[config.mk]
export PLATFORM = sky130hd
export DESIGN_NAME = multicycle_ctrl_flat
export DESIGN_NICKNAME = d
export VERILOG_FILES = /design/src/rtl/multicycle_ctrl_pkg.sv /design/src/rtl/multicycle_ctrl_if.sv /design/src/rtl/multicycle_ctrl_alu_funct_dec.sv /design/src/rtl/multicycle_ctrl.sv /design/src/flat_wrapper.sv
export SDC_FILE = /design/constraint.sdc
export NUM_CORES = 1
export LEC_CHECK = 0
export ABC_AREA = 1
export BUFFER_PORTS_ARGS = -buffer_cell sky130_fd_sc_hd__buf_2
export CAP_MARGIN = 20
export CORE_UTILIZATION = 50
export CTS_CLUSTER_DIAMETER = 200
export DETAILED_ROUTE_END_ITERATION = 8
export PLACE_DENSITY_LB_ADDON = 0.3
export SLEW_MARGIN = 10
export SYNTH_ARGS = -nofsm -noshare
export SYNTH_HDL_FRONTEND = slang
export SYNTH_HIERARCHICAL = 1
export SYNTH_SLANG_ARGS = --single-unit
[constraint.sdc]
create_clock -name clk -period 1.6 [get_ports clk]
set_input_delay 0.16 -clock clk [delete_from_list [all_inputs] [get_ports clk]]
set_output_delay 0.16 -clock clk [all_outputs]
set_load 0.01 [all_outputs]
[src/rtl/multicycle_ctrl_pkg.sv]
// Shared types and encodings for the multi-cycle MIPS control FSM.
// State list, ALU operation codes, opcode/funct values and datapath select codes.
package mc_pkg;

    typedef enum logic [3:0] {
        StRst,
        StFetch,
        StDecode,
        StMemAddr,
        StMemRead,
        StWbMem,
        StMemWrite,
        StRExec,
        StRWb,
        StBeq,
        StJump,
        StAddiExec,
        StAddiWb,
        StIllegal,
        StFault
    } state_e;

    localparam logic [3:0] ALU_ADD = 4'b0010;
    localparam logic [3:0] ALU_SUB = 4'b0110;
    localparam logic [3:0] ALU_SLT = 4'b0111;
    localparam logic [3:0] ALU_AND = 4'b0000;
    localparam logic [3:0] ALU_OR  = 4'b0101;

    localparam logic [5:0] OP_RTYPE = 6'b000000;
    localparam logic [5:0] OP_LW    = 6'b100011;
    localparam logic [5:0] OP_SW    = 6'b101011;
    localparam logic [5:0] OP_BEQ   = 6'b000100;
    localparam logic [5:0] OP_J     = 6'b000010;
    localparam logic [5:0] OP_ADDI  = 6'b001000;

    localparam logic [5:0] FN_ADD = 6'b100000;
    localparam logic [5:0] FN_SUB = 6'b100010;
    localparam logic [5:0] FN_AND = 6'b100100;
    localparam logic [5:0] FN_OR  = 6'b100101;
    localparam logic [5:0] FN_SLT = 6'b101010;

    localparam logic [1:0] SRCB_RT      = 2'b00;
    localparam logic [1:0] SRCB_FOUR    = 2'b01;
    localparam logic [1:0] SRCB_IMM     = 2'b10;
    localparam logic [1:0] SRCB_IMM_SH2 = 2'b11;

    localparam logic [1:0] PCSRC_ALU    = 2'b00;
    localparam logic [1:0] PCSRC_ALUOUT = 2'b01;
    localparam logic [1:0] PCSRC_JUMP   = 2'b10;

    // Per-state control word; fetch and done_on_ack are qualified by mem_ack at the output.
    typedef struct packed {
        logic       mem_req;
        logic       mem_read;
        logic       mem_write;
        logic       iord;
        logic       fetch;
        logic       pc_write;
        logic       pc_write_cond;
        logic [1:0] pc_source;
        logic       alu_src_a;
        logic [1:0] alu_src_b;
        logic [3:0] alu_ctr;
        logic       reg_write;
        logic       reg_dst;
        logic       mem_to_reg;
        logic       done;
        logic       done_on_ack;
        logic       illegal;
        logic       fault;
    } ctrl_t;

endpackage

[src/rtl/multicycle_ctrl_if.sv]
// Control bundle between the multi-cycle FSM (master) and the datapath/memory (slave).
interface multicycle_ctrl_if #(
    parameter int unsigned CNT_W = 32
);
    logic [5:0]       Op;
    logic [5:0]       Funct;
    logic             mem_ack;
    logic             mem_req;
    logic             MemRead;
    logic             MemWrite;
    logic             IorD;
    logic             IRWrite;
    logic             PCWrite;
    logic             PCWriteCond;
    logic [1:0]       PCSource;
    logic             ALUSrcA;
    logic [1:0]       ALUSrcB;
    logic [3:0]       ALUCtr;
    logic             RegWrite;
    logic             RegDst;
    logic             MemtoReg;
    logic             instr_done;
    logic [CNT_W-1:0] instr_count;
    logic             illegal_op;
    logic             fault;

    modport master (
        input  Op, Funct, mem_ack,
        output mem_req, MemRead, MemWrite, IorD, IRWrite, PCWrite, PCWriteCond, PCSource,
               ALUSrcA, ALUSrcB, ALUCtr, RegWrite, RegDst, MemtoReg, instr_done,
               instr_count, illegal_op, fault
    );

    modport slave (
        output Op, Funct, mem_ack,
        input  mem_req, MemRead, MemWrite, IorD, IRWrite, PCWrite, PCWriteCond, PCSource,
               ALUSrcA, ALUSrcB, ALUCtr, RegWrite, RegDst, MemtoReg, instr_done,
               instr_count, illegal_op, fault
    );
endinterface

[src/rtl/multicycle_ctrl_alu_funct_dec.sv]
// R-type Funct field to ALU operation decoder; valid_o low for unsupported functions.
module alu_funct_dec
    import mc_pkg::*;
(
    input  logic [5:0] funct_i,
    output logic [3:0] alu_ctr_o,
    output logic       valid_o
);

    always_comb begin
        alu_ctr_o = ALU_ADD;
        valid_o   = 1'b1;
        case (funct_i)
            FN_ADD:  alu_ctr_o = ALU_ADD;
            FN_SUB:  alu_ctr_o = ALU_SUB;
            FN_AND:  alu_ctr_o = ALU_AND;
            FN_OR:   alu_ctr_o = ALU_OR;
            FN_SLT:  alu_ctr_o = ALU_SLT;
            default: valid_o   = 1'b0;
        endcase
    end

endmodule

[src/rtl/multicycle_ctrl.sv]
// Moore control FSM for the multi-cycle MIPS datapath: sequencing, memory handshake,
// retired-instruction counting and sticky memory-timeout fault.
module multicycle_ctrl
    import mc_pkg::*;
#(
    parameter int unsigned TIMEOUT = 16,
    parameter int unsigned CNT_W   = 32
) (
    input logic                clk,
    input logic                rst_n,
    multicycle_ctrl_if.master  bus
);

    localparam int unsigned WaitW = (TIMEOUT > 1) ? $clog2(TIMEOUT) : 1;

    state_e             state_q, state_d;
    ctrl_t              ctl_q, ctl_d;
    logic [WaitW-1:0]   wait_q, wait_d;
    logic [CNT_W-1:0]   count_q;
    logic [3:0]         fn_ctr;
    logic               fn_valid;
    logic               timeout_hit;
    logic               done;

    alu_funct_dec u_funct_dec (
        .funct_i   (bus.Funct),
        .alu_ctr_o (fn_ctr),
        .valid_o   (fn_valid)
    );

    // Reaching the limit with no ack moves to FAULT; an ack in that same cycle still wins.
    assign timeout_hit = (TIMEOUT != 0) && (wait_q == WaitW'(TIMEOUT - 1));

    always_comb begin
        state_d = state_q;
        wait_d  = '0;
        case (state_q)
            StRst: state_d = StFetch;
            StFetch, StMemRead, StMemWrite: begin
                if (bus.mem_ack) begin
                    if (state_q == StFetch)        state_d = StDecode;
                    else if (state_q == StMemRead) state_d = StWbMem;
                    else                           state_d = StFetch;
                end else if (timeout_hit) begin
                    state_d = StFault;
                end else begin
                    wait_d = wait_q + WaitW'(1);
                end
            end
            StDecode: begin
                case (bus.Op)
                    OP_LW, OP_SW: state_d = StMemAddr;
                    OP_RTYPE:     state_d = StRExec;
                    OP_BEQ:       state_d = StBeq;
                    OP_J:         state_d = StJump;
                    OP_ADDI:      state_d = StAddiExec;
                    default:      state_d = StIllegal;
                endcase
            end
            StMemAddr:  state_d = (bus.Op == OP_SW) ? StMemWrite : StMemRead;
            StRExec:    state_d = fn_valid ? StRWb : StIllegal;
            StAddiExec: state_d = StAddiWb;
            StFault:    state_d = StFault;
            default:    state_d = StFetch;
        endcase
    end

    // Control word for the state being entered, so outputs come straight from flops.
    always_comb begin
        ctl_d = '0;
        case (state_d)
            StFetch: begin
                ctl_d.mem_req   = 1'b1;
                ctl_d.mem_read  = 1'b1;
                ctl_d.fetch     = 1'b1;
                ctl_d.alu_src_b = SRCB_FOUR;
                ctl_d.alu_ctr   = ALU_ADD;
                ctl_d.pc_source = PCSRC_ALU;
            end
            StDecode: begin
                ctl_d.alu_src_b = SRCB_IMM_SH2;
                ctl_d.alu_ctr   = ALU_ADD;
            end
            StMemAddr, StAddiExec: begin
                ctl_d.alu_src_a = 1'b1;
                ctl_d.alu_src_b = SRCB_IMM;
                ctl_d.alu_ctr   = ALU_ADD;
            end
            StMemRead: begin
                ctl_d.mem_req  = 1'b1;
                ctl_d.mem_read = 1'b1;
                ctl_d.iord     = 1'b1;
            end
            StWbMem: begin
                ctl_d.mem_to_reg = 1'b1;
                ctl_d.reg_write  = 1'b1;
                ctl_d.done       = 1'b1;
            end
            StMemWrite: begin
                ctl_d.mem_req     = 1'b1;
                ctl_d.mem_write   = 1'b1;
                ctl_d.iord        = 1'b1;
                ctl_d.done_on_ack = 1'b1;
            end
            StRExec: begin
                ctl_d.alu_src_a = 1'b1;
                ctl_d.alu_src_b = SRCB_RT;
                ctl_d.alu_ctr   = fn_valid ? fn_ctr : ALU_ADD;
            end
            StRWb: begin
                ctl_d.reg_dst   = 1'b1;
                ctl_d.reg_write = 1'b1;
                ctl_d.done      = 1'b1;
            end
            StBeq: begin
                ctl_d.alu_src_a     = 1'b1;
                ctl_d.alu_src_b     = SRCB_RT;
                ctl_d.alu_ctr       = ALU_SUB;
                ctl_d.pc_write_cond = 1'b1;
                ctl_d.pc_source     = PCSRC_ALUOUT;
                ctl_d.done          = 1'b1;
            end
            StJump: begin
                ctl_d.pc_write  = 1'b1;
                ctl_d.pc_source = PCSRC_JUMP;
                ctl_d.done      = 1'b1;
            end
            StAddiWb: begin
                ctl_d.reg_write = 1'b1;
                ctl_d.done      = 1'b1;
            end
            StIllegal: ctl_d.illegal = 1'b1;
            StFault:   ctl_d.fault   = 1'b1;
            default:   ctl_d = '0;
        endcase
    end

    assign done = ctl_q.done | (ctl_q.done_on_ack & bus.mem_ack);

    always_ff @(posedge clk or negedge rst_n) begin
        if (!rst_n) begin
            state_q <= StRst;
            ctl_q   <= '0;
            wait_q  <= '0;
            count_q <= '0;
        end else begin
            state_q <= state_d;
            ctl_q   <= ctl_d;
            wait_q  <= wait_d;
            if (done) count_q <= count_q + CNT_W'(1);
        end
    end

    assign bus.mem_req     = ctl_q.mem_req;
    assign bus.MemRead     = ctl_q.mem_read;
    assign bus.MemWrite    = ctl_q.mem_write;
    assign bus.IorD        = ctl_q.iord;
    assign bus.IRWrite     = ctl_q.fetch & bus.mem_ack;
    assign bus.PCWrite     = ctl_q.pc_write | (ctl_q.fetch & bus.mem_ack);
    assign bus.PCWriteCond = ctl_q.pc_write_cond;
    assign bus.PCSource    = ctl_q.pc_source;
    assign bus.ALUSrcA     = ctl_q.alu_src_a;
    assign bus.ALUSrcB     = ctl_q.alu_src_b;
    assign bus.ALUCtr      = ctl_q.alu_ctr;
    assign bus.RegWrite    = ctl_q.reg_write;
    assign bus.RegDst      = ctl_q.reg_dst;
    assign bus.MemtoReg    = ctl_q.mem_to_reg;
    assign bus.instr_done  = done;
    assign bus.instr_count = count_q;
    assign bus.illegal_op  = ctl_q.illegal;
    assign bus.fault       = ctl_q.fault;

endmodule

[src/flat_wrapper.sv]
// flat-port wrapper written by rule: the top's interface ports become plain ports
module multicycle_ctrl_flat import mc_pkg::*;
#(
    parameter int unsigned TIMEOUT = 16,
    parameter int unsigned CNT_W   = 32
)
  (clk, rst_n, bus_Op, bus_Funct, bus_mem_ack, bus_mem_req, bus_MemRead, bus_MemWrite, bus_IorD, bus_IRWrite, bus_PCWrite, bus_PCWriteCond, bus_PCSource, bus_ALUSrcA, bus_ALUSrcB, bus_ALUCtr, bus_RegWrite, bus_RegDst, bus_MemtoReg, bus_instr_done, bus_instr_count, bus_illegal_op, bus_fault);
  multicycle_ctrl_if #(.CNT_W(CNT_W)) bus_i ();
  input logic clk;
  input logic rst_n;
  input wire logic [$bits(bus_i.Op)-1:0] bus_Op;
  input wire logic [$bits(bus_i.Funct)-1:0] bus_Funct;
  input wire logic [$bits(bus_i.mem_ack)-1:0] bus_mem_ack;
  output wire logic [$bits(bus_i.mem_req)-1:0] bus_mem_req;
  output wire logic [$bits(bus_i.MemRead)-1:0] bus_MemRead;
  output wire logic [$bits(bus_i.MemWrite)-1:0] bus_MemWrite;
  output wire logic [$bits(bus_i.IorD)-1:0] bus_IorD;
  output wire logic [$bits(bus_i.IRWrite)-1:0] bus_IRWrite;
  output wire logic [$bits(bus_i.PCWrite)-1:0] bus_PCWrite;
  output wire logic [$bits(bus_i.PCWriteCond)-1:0] bus_PCWriteCond;
  output wire logic [$bits(bus_i.PCSource)-1:0] bus_PCSource;
  output wire logic [$bits(bus_i.ALUSrcA)-1:0] bus_ALUSrcA;
  output wire logic [$bits(bus_i.ALUSrcB)-1:0] bus_ALUSrcB;
  output wire logic [$bits(bus_i.ALUCtr)-1:0] bus_ALUCtr;
  output wire logic [$bits(bus_i.RegWrite)-1:0] bus_RegWrite;
  output wire logic [$bits(bus_i.RegDst)-1:0] bus_RegDst;
  output wire logic [$bits(bus_i.MemtoReg)-1:0] bus_MemtoReg;
  output wire logic [$bits(bus_i.instr_done)-1:0] bus_instr_done;
  output wire logic [$bits(bus_i.instr_count)-1:0] bus_instr_count;
  output wire logic [$bits(bus_i.illegal_op)-1:0] bus_illegal_op;
  output wire logic [$bits(bus_i.fault)-1:0] bus_fault;
  assign bus_i.Op = bus_Op;
  assign bus_i.Funct = bus_Funct;
  assign bus_i.mem_ack = bus_mem_ack;
  assign bus_mem_req = bus_i.mem_req;
  assign bus_MemRead = bus_i.MemRead;
  assign bus_MemWrite = bus_i.MemWrite;
  assign bus_IorD = bus_i.IorD;
  assign bus_IRWrite = bus_i.IRWrite;
  assign bus_PCWrite = bus_i.PCWrite;
  assign bus_PCWriteCond = bus_i.PCWriteCond;
  assign bus_PCSource = bus_i.PCSource;
  assign bus_ALUSrcA = bus_i.ALUSrcA;
  assign bus_ALUSrcB = bus_i.ALUSrcB;
  assign bus_ALUCtr = bus_i.ALUCtr;
  assign bus_RegWrite = bus_i.RegWrite;
  assign bus_RegDst = bus_i.RegDst;
  assign bus_MemtoReg = bus_i.MemtoReg;
  assign bus_instr_done = bus_i.instr_done;
  assign bus_instr_count = bus_i.instr_count;
  assign bus_illegal_op = bus_i.illegal_op;
  assign bus_fault = bus_i.fault;
  multicycle_ctrl #(.TIMEOUT(TIMEOUT), .CNT_W(CNT_W)) u_core (.clk(clk), .rst_n(rst_n), .bus(bus_i));
endmodule
==> impl_metrics.ini, run 1 <==
[status]
run_status = complete, but fails checks
violated_checks = setup timing

[yosys]
net_count_after_synthesis = 466
ys_ff_latch = 61
post_synth_num_cell_types = 31
number_of_enable_flip_flop_cells_after_synthesis = 0
synth_area_leaders = dfrtp_1 44%, nand2_1 13%, nor2_1 6.7%
ys_dominant_reg_cell = dfrtp_1
synth_top_cell_by_area = dfrtp_1
yosysMostFrequentCell = nand2_1
synth.top_cell.area_share_pct = 43.87
post_synth.cell_area_avg_sq_um = 7.750
post_synth_most_frequent_cells = 116 x nand2_1, 62 x nor2_1, 61 x dfrtp_1
synth.cell_area_sq_um = 3480
number_of_standard_cells_after_synthesis = 449
ys_warn_count = 6
postSynth.asyncResetShare_pct = 100.0
ys_seq_area_share_pct = 43.87

[sta]
report.final.hold_viol_count = 0
totalNegativeSetupSlack_ns = -0.6680
final_setup_slack_of_the_worst_path_ns = -0.09926
grt_setup_unrepaired = yes
final_clock_period_utilization_by_the_worst_path_pct = 106.2
drv_slew = 0
min_period_ns = 1.699
finalHoldWorstSlack_ns = 0.1794
max_clock_freq_mhz = 588.5
final-setup-viol-count = 17
finalClockSkew_ns = 0.01053

[place]
gpl.final_weighted_congestion = 0.9072
dpl_cell_area_sq_um = 4190
port-buffer-count = 68
hpwl_after_detailed_placement_microns = 6127
dp_cells = 630

[layout]
final_nets = 604
post_layout_inst_area_sq_um = 4945
share_of_post_route_cells_with_drive_strength_above_1_pct = 45.25
non_filler_instances = 670
area_growth_pct = 42.11
layout.filler_cells = 459
antenna_cells_inserted = 0

[clock_network]
number_of_buffers_added_by_the_clock_tree_synthesis_step = 9
tritoncts = yes
clock_latency_reported_for_the_late_side_of_the_worst_skew_pair_ns = 0.34
cts-htree-levels = 3
cts.root.buffer_cell = clkbuf_8
worst_setup_hold_path_clk_slew_ns = 0.06
clock_tree.buffer_depth = 2
clock_sink_count = 61

[setup_path]
critical_path.endpoint = u_core/bus.mem_req$_DFF_PN0_
crit_required_ns = 1.85
timing.critical_path.arrival_ns = 1.95
critical_path.endpoint_type = flip-flop
setup.worst_path.class = flip-flop to flip-flop
cp_max_fo = 6
startpoint = u_core/state_q[3]$_DFF_PN0_
r2r_slack_ns = -0.1
ff2ff_path_depth = 11
critical_register_to_register_path_startpoint = u_core/state_q[3]$_DFF_PN0_
worstReg2RegEnd = u_core/bus.mem_req$_DFF_PN0_
timing.critical_path.from_type = flip-flop

[pwr]
swShare_pct = 41.00
power.share.combinational_pct = 53.5
post-layout-total-power_w = 0.007189
power.net_switching_w = 0.002947
seq_power_share_pct = 28.4
power.leakage_nw = 2.655
cell_internal_pwr_w = 0.004241
clockPowerShare_pct = 18.1
power_density_nw_per_um2 = 1454
vdd.ir_drop.worst_v = 0.001382

[route]
initialDrtViolationCount = 209
drt_pass1_iterations = 4
antenna_violating_nets_post_route = 0
drc = 0
vias_per_cell = 5.087
routed-via-count = 3408
wl_per_cell_microns = 13.84
routed_wl_microns = 9275

[floorplan]
rows = 30
pin_count = 69
start_util_pct = 51.50
dieArea_sq_um = 7297
core_region_area_sq_um = 6756
die_y_microns = 85.42
die-width_microns = 85.42

[global_routing]
global_route_wire_length_before_repair_microns = 14180
overflow = 0
pin_count_of_the_biggest_net_entering_global_routing = 42
globalRouteTotalUtil_pct = 25.02
first_global_vias = 3255
antenna_found_initial = 0

[hold_path]
holdCritPathClass = input port to flip-flop

[job]
max_cap_viol_count = 0
==> area by class of cell <==
cell class / instances / area [sq um] / share of cell area, %
multi-input combinational: 318 / 1979 / 40.03
sequential: 61 / 1533 / 31.00
timing repair buffer: 139 / 927.1 / 18.75
inverter: 58 / 225.2 / 4.555
clock buffer: 12 / 145.1 / 2.935
tap: 80 / 100.1 / 2.024
clock inverter: 2 / 35.03 / 0.7085
==> stage by stage <==
| stage | setup slack [ns] | utilization (%) |
|---|---|---|
| after floorplan | -0.04030 | - |
| after global placement | -0.1110 | 62.02 |
| after detailed placement | -0.1592 | 62.02 |
| after CTS | -0.01207 | 66.57 |
| after global routing | -0.1967 | 73.19 |
| final | -0.09926 | 73.19 |
==> worst max-delay path, cell delays in order (launching register included) <==
cell	delay, ns
dfrtp_1	0.40
buf_4	0.15
nor2_2	0.11
nand2_2	0.09
nand2_4	0.13
inv_4	0.06
nor2_4	0.10
nor2_4	0.05
nand2_4	0.11
nand2_4	0.09
buf_4	0.16
o21ai_2	0.16
==> cells in the final DEF (no fill, tap or decap), drive strengths merged <==
| cell | netlist | routed |
|---|---|---|
| ha | 2 | 2 |
| nand4 | 10 | 10 |
| dlygate4sd3 | 0 | 1 |
| bufinv | 0 | 1 |
| nand3b | 2 | 2 |
| nor2 | 77 | 77 |
| clkinv | 1 | 1 |
| nand3 | 40 | 40 |
| xor2 | 20 | 20 |
| nand2 | 129 | 129 |
| inv | 57 | 58 |
| nor3 | 15 | 15 |
| xnor2 | 10 | 10 |
| buf | 11 | 138 |
| or2 | 2 | 2 |
| conb | 1 | 1 |
| a21oi | 6 | 6 |
| o21ai | 2 | 2 |
| nor4 | 2 | 2 |
| clkbuf | 1 | 12 |
| dfrtp | 61 | 61 |
==> kinds of logic (layout without fill, tap and decap cells) <==
logic type / count (synthesis) / in the layout / synth area share, %
simple gates: 277 / 277 / 37.72
other cells: 1 / 1 / 0.1078
fa+ha+maj: 2 / 2 / 0.7191
compound gates: 8 / 8 / 1.367
buf+inv: 70 / 211 / 8.665
xor+xnor: 30 / 30 / 7.551
flops: 61 / 61 / 43.87
==> power by group through the flow <==
stage | Combinational (W) | Sequential [W] | Clock (W)
2_1_floorplan | 0.00159 | 0.00209 | 0
3_3_place_gp | 0.00266 | 0.00201 | 0
3_5_place_dp | 0.00272 | 0.00201 | 0
4_1_cts | 0.00298 | 0.00201 | 0.00133
5_1_grt | 0.00415 | 0.00207 | 0.00140
6_report | 0.00384 | 0.00204 | 0.00130
==> how the worst min path moves through the flow <==
stage	start	to	slack [ns]	cells past startpoint
2_1_floorplan	rst_n	u_core/bus.ALUCtr[0]$_DFF_PN0_	-0.14	0
3_3_place_gp	rst_n	u_core/bus.instr_count[4]$_DFFE_PN0P_	0.16	2
3_5_place_dp	rst_n	u_core/bus.instr_count[3]$_DFFE_PN0P_	0.17	2
4_1_cts	bus_mem_ack	u_core/wait_q[2]$_DFF_PN0_	0.16	2
5_1_grt	bus_mem_ack	u_core/wait_q[2]$_DFF_PN0_	0.19	2
6_report	bus_Funct[4]	u_core/bus.ALUCtr[0]$_DFF_PN0_	0.18	6
==> registers in the layout (all words and copies together) (netlist names), 2 cells and up <==
| register | flops |
|---|---|
| u_core/wait_q | 4 |
| u_core/state_q | 4 |
| u_core/bus.instr_count | 32 |
| u_core/ctl_q | 4 |
| u_core/bus.ALUSrcB | 2 |
| u_core/bus.ALUCtr | 4 |
==> layer usage <==
layer	up-vias	GRT usage [%]	routed length [microns]
met5	-	0	0
met4	0	9.848	158
met3	18	6.615	449
met2	100	42.40	4693
met1	1627	30.44	3974
li1	1663	-	-
==> timing repair <==
item	4_1_cts	5_1_grt
gates resized for setup	24	80
setup buffers	6	19
endpoints found under the hold margin	61	0
pin swaps	16	39
gates cloned	0	0
hold buffers	1	0
endpoints found under the setup margin	20	37
(Power assumes the default switching activity.)
==> run 2: changes to the inputs <==
- PLACE_DENSITY_LB_ADDON: 0.3 -> 0.08
==> run 2 against run 1 <==
Net effect: the run still ends with setup timing left; flip-flop and latch count unchanged; highest routed layer unchanged; global-route usage down 0.70 points; sequential power about the same; register-to-register slack better by 0.02 ns; final cell count down 1.3%; final area down 2.0%; power down 6.4%; first-iteration DRC count down 42%; non-clock buffer count down 10; critical path depth unchanged; routed wire length down 2.5%; via count down 2.5%; critical endpoint is now u_core/bus.ALUCtr[0]$_DFF_PN0_.
==> impl_metrics.ini, run 2 (synthesized netlist as in run 1, its figures left out) <==
[status]
run_status = complete, but fails checks
violated_checks = setup timing

[layout]
non_filler_instances = 661
final_common_cell = nand2_1
final_cell_mix = 97 x nand2_1, 68 x buf_2, 56 x dfrtp_1
antenna_cells_inserted = 0
final_nets = 594
area_growth_pct = 39.30
share_of_post_route_cells_with_drive_strength_above_1_pct = 44.41
max_reg_flops = 32

[route]
routed_wl_microns = 9039
wl_per_cell_microns = 13.67
drc = 0
initialDrtViolationCount = 121
antenna_violating_nets_post_route = 0
routed-via-count = 3324
drt_pass1_iterations = 5
vias_per_cell = 5.029

[clock_network]
tritoncts = yes
number_of_buffers_added_by_the_clock_tree_synthesis_step = 9
clock_latency_reported_for_the_late_side_of_the_worst_skew_pair_ns = 0.34
clock_sink_count = 61
cts.root.buffer_cell = clkbuf_8
worst_setup_hold_path_clk_slew_ns = 0.07
cts-htree-levels = 3
clock_tree.buffer_depth = 2

[place]
gpl.final_weighted_congestion = 0.9080
dp_cells = 632
hpwl_after_detailed_placement_microns = 6239
port-buffer-count = 68

[pwr]
power.share.combinational_pct = 52.2
power.leakage_nw = 2.626
swShare_pct = 42.28
cell_internal_pwr_w = 0.003885
seq_power_share_pct = 30.2
power_density_nw_per_um2 = 1389
vdd.ir_drop.worst_v = 0.001363
clockPowerShare_pct = 17.6
post-layout-total-power_w = 0.006731
power.net_switching_w = 0.002846

[setup_path]
timing.critical_path.from_type = flip-flop
setup.worst_path.class = flip-flop to flip-flop
cp_max_fo = 6
timing.critical_path.arrival_ns = 1.96
crit_required_ns = 1.87
cp_cell_sequence = inv_2 > nor2_2 > nand2_2 > nand2_4 > a21oi_2 > nand2_2 > inv_4 > nand2_8 > nor2_4 > nand2_2 > nor2_2
crit_path_top_delay_cell = dfrtp_1
cell_repeated_most_along_the_worst_path = nand2_2
critical_path.endpoint_type = flip-flop
critical_path.max_stage_delay_ns = 0.43

[sta]
final_setup_slack_of_the_worst_path_ns = -0.08308
grt_setup_unrepaired = yes
report.final.hold_viol_count = 0
final-setup-viol-count = 13
drv_slew = 0
final_clock_period_utilization_by_the_worst_path_pct = 105.2
min_period_ns = 1.683
max_clock_freq_mhz = 594.1
finalClockSkew_ns = 0.006344

[floorplan]
rows = 30
dieArea_sq_um = 7297
die-width_microns = 85.42
start_util_pct = 51.50
die_y_microns = 85.42
core_region_area_sq_um = 6756
pin_count = 69

[global_routing]
globalRouteTotalUtil_pct = 24.32
pin_count_of_the_biggest_net_entering_global_routing = 45
global_route_wire_length_before_repair_microns = 13660
antenna_found_initial = 0
first_global_vias = 3048
overflow = 0

[job]
max_cap_viol_count = 0

[hold_path]
holdCritPathClass = input port to flip-flop
## run 2: cell types whose count changed in the layout (fill, tap and decap cells not counted), moves of 2 or more
cell | previous run | this run
nor2_2 | 20 | 24
nor2_4 | 16 | 13
buf_6 | 7 | 4
buf_4 | 61 | 55
nor3_2 | 9 | 7
o21ai_0 | 0 | 2
clkinvlp_4 | 0 | 2
## run 2: power groups by stage
stage	registers [W]	clock network, W	logic, W
after floorplan	0.00209	0	0.00159
after global placement	0.00200	0	0.00272
after detailed placement	0.00199	0	0.00275
after CTS	0.00200	0.00120	0.00291
after global routing	0.00206	0.00126	0.00382
final	0.00203	0.00118	0.00352
## run 2: area by class of cell
cell class,count,area (sq um)
Multi-Input combinational cell,318,1997
Fill cell,537,1909
Sequential cell,61,1533
Timing Repair Buffer,129,828.3
Inverter,58,222.7
Clock buffer,11,141.4
Tap cell,80,100.1
Clock inverter,4,25.02
## run 2: worst max-delay path, delay by kind of cell (launching register included)
family,cells,cell delay [ns]
DFF,1,0.43
and+or+nand+nor,8,0.77
buffers and inverters,2,0.28
AOI/OAI and AO/OA,1,0.15
## run 2: stage by stage
| step | setup slack (ns) | TNS (ns) | hold slack, ns | util [%] | cell area [sq um] |
|---|---|---|---|---|---|
| finish | -0.08308 | -0.6165 | 0.09038 | 71.74 | 4847 |
| detailed placement | -0.1057 | -0.6543 | 0.1167 | 62.24 | 4205 |
| global placement | -0.08437 | -0.4996 | 0.1170 | 62.24 | 4205 |
| floorplan | -0.04030 | -0.04030 | -0.1356 | - | 3483 |
| CTS | -0.02835 | -0.07513 | 0.08372 | 66.30 | 4479 |
| global route | -0.1812 | -2.228 | 0.08299 | 71.74 | 4847 |
## run 2: what timing repair did
action,4_1_cts,5_1_grt
endpoints found under the setup margin,16,33
buffers inserted,4,9
hold buffers,1,0
pin swaps,14,36
gates resized for setup,18,82
endpoints found under the hold margin,17,0
## run 2: final timing paths
check	from	to	slack [ns]	cells past startpoint
min reg2reg	u_core/bus.instr_count[30]$_DFFE_PN0P_	u_core/bus.instr_count[30]$_DFFE_PN0P_	0.49	1
max in group asynchronous	rst_n	u_core/state_q[1]$_DFF_PN0_	0.73	3
min in group asynchronous	rst_n	u_core/bus.instr_count[12]$_DFFE_PN0P_	0.28	2
max reg2reg	u_core/state_q[0]$_DFF_PN0_	u_core/bus.ALUCtr[0]$_DFF_PN0_	-0.08	11
min	bus_mem_ack	u_core/wait_q[2]$_DFF_PN0_	0.09	2
max	u_core/state_q[0]$_DFF_PN0_	u_core/bus.ALUCtr[0]$_DFF_PN0_	-0.08	11
## run 2: layer usage
metal / GRT usage [%] / vias to the layer above / share of wire [%]
met5: 0 / - / 0
li1: - / 1644 / -
met1: 29.29 / 1573 / 42
met2: 42.18 / 90 / 53
met3: 3.891 / 17 / 2.9
met4: 12.12 / 0 / 1.9
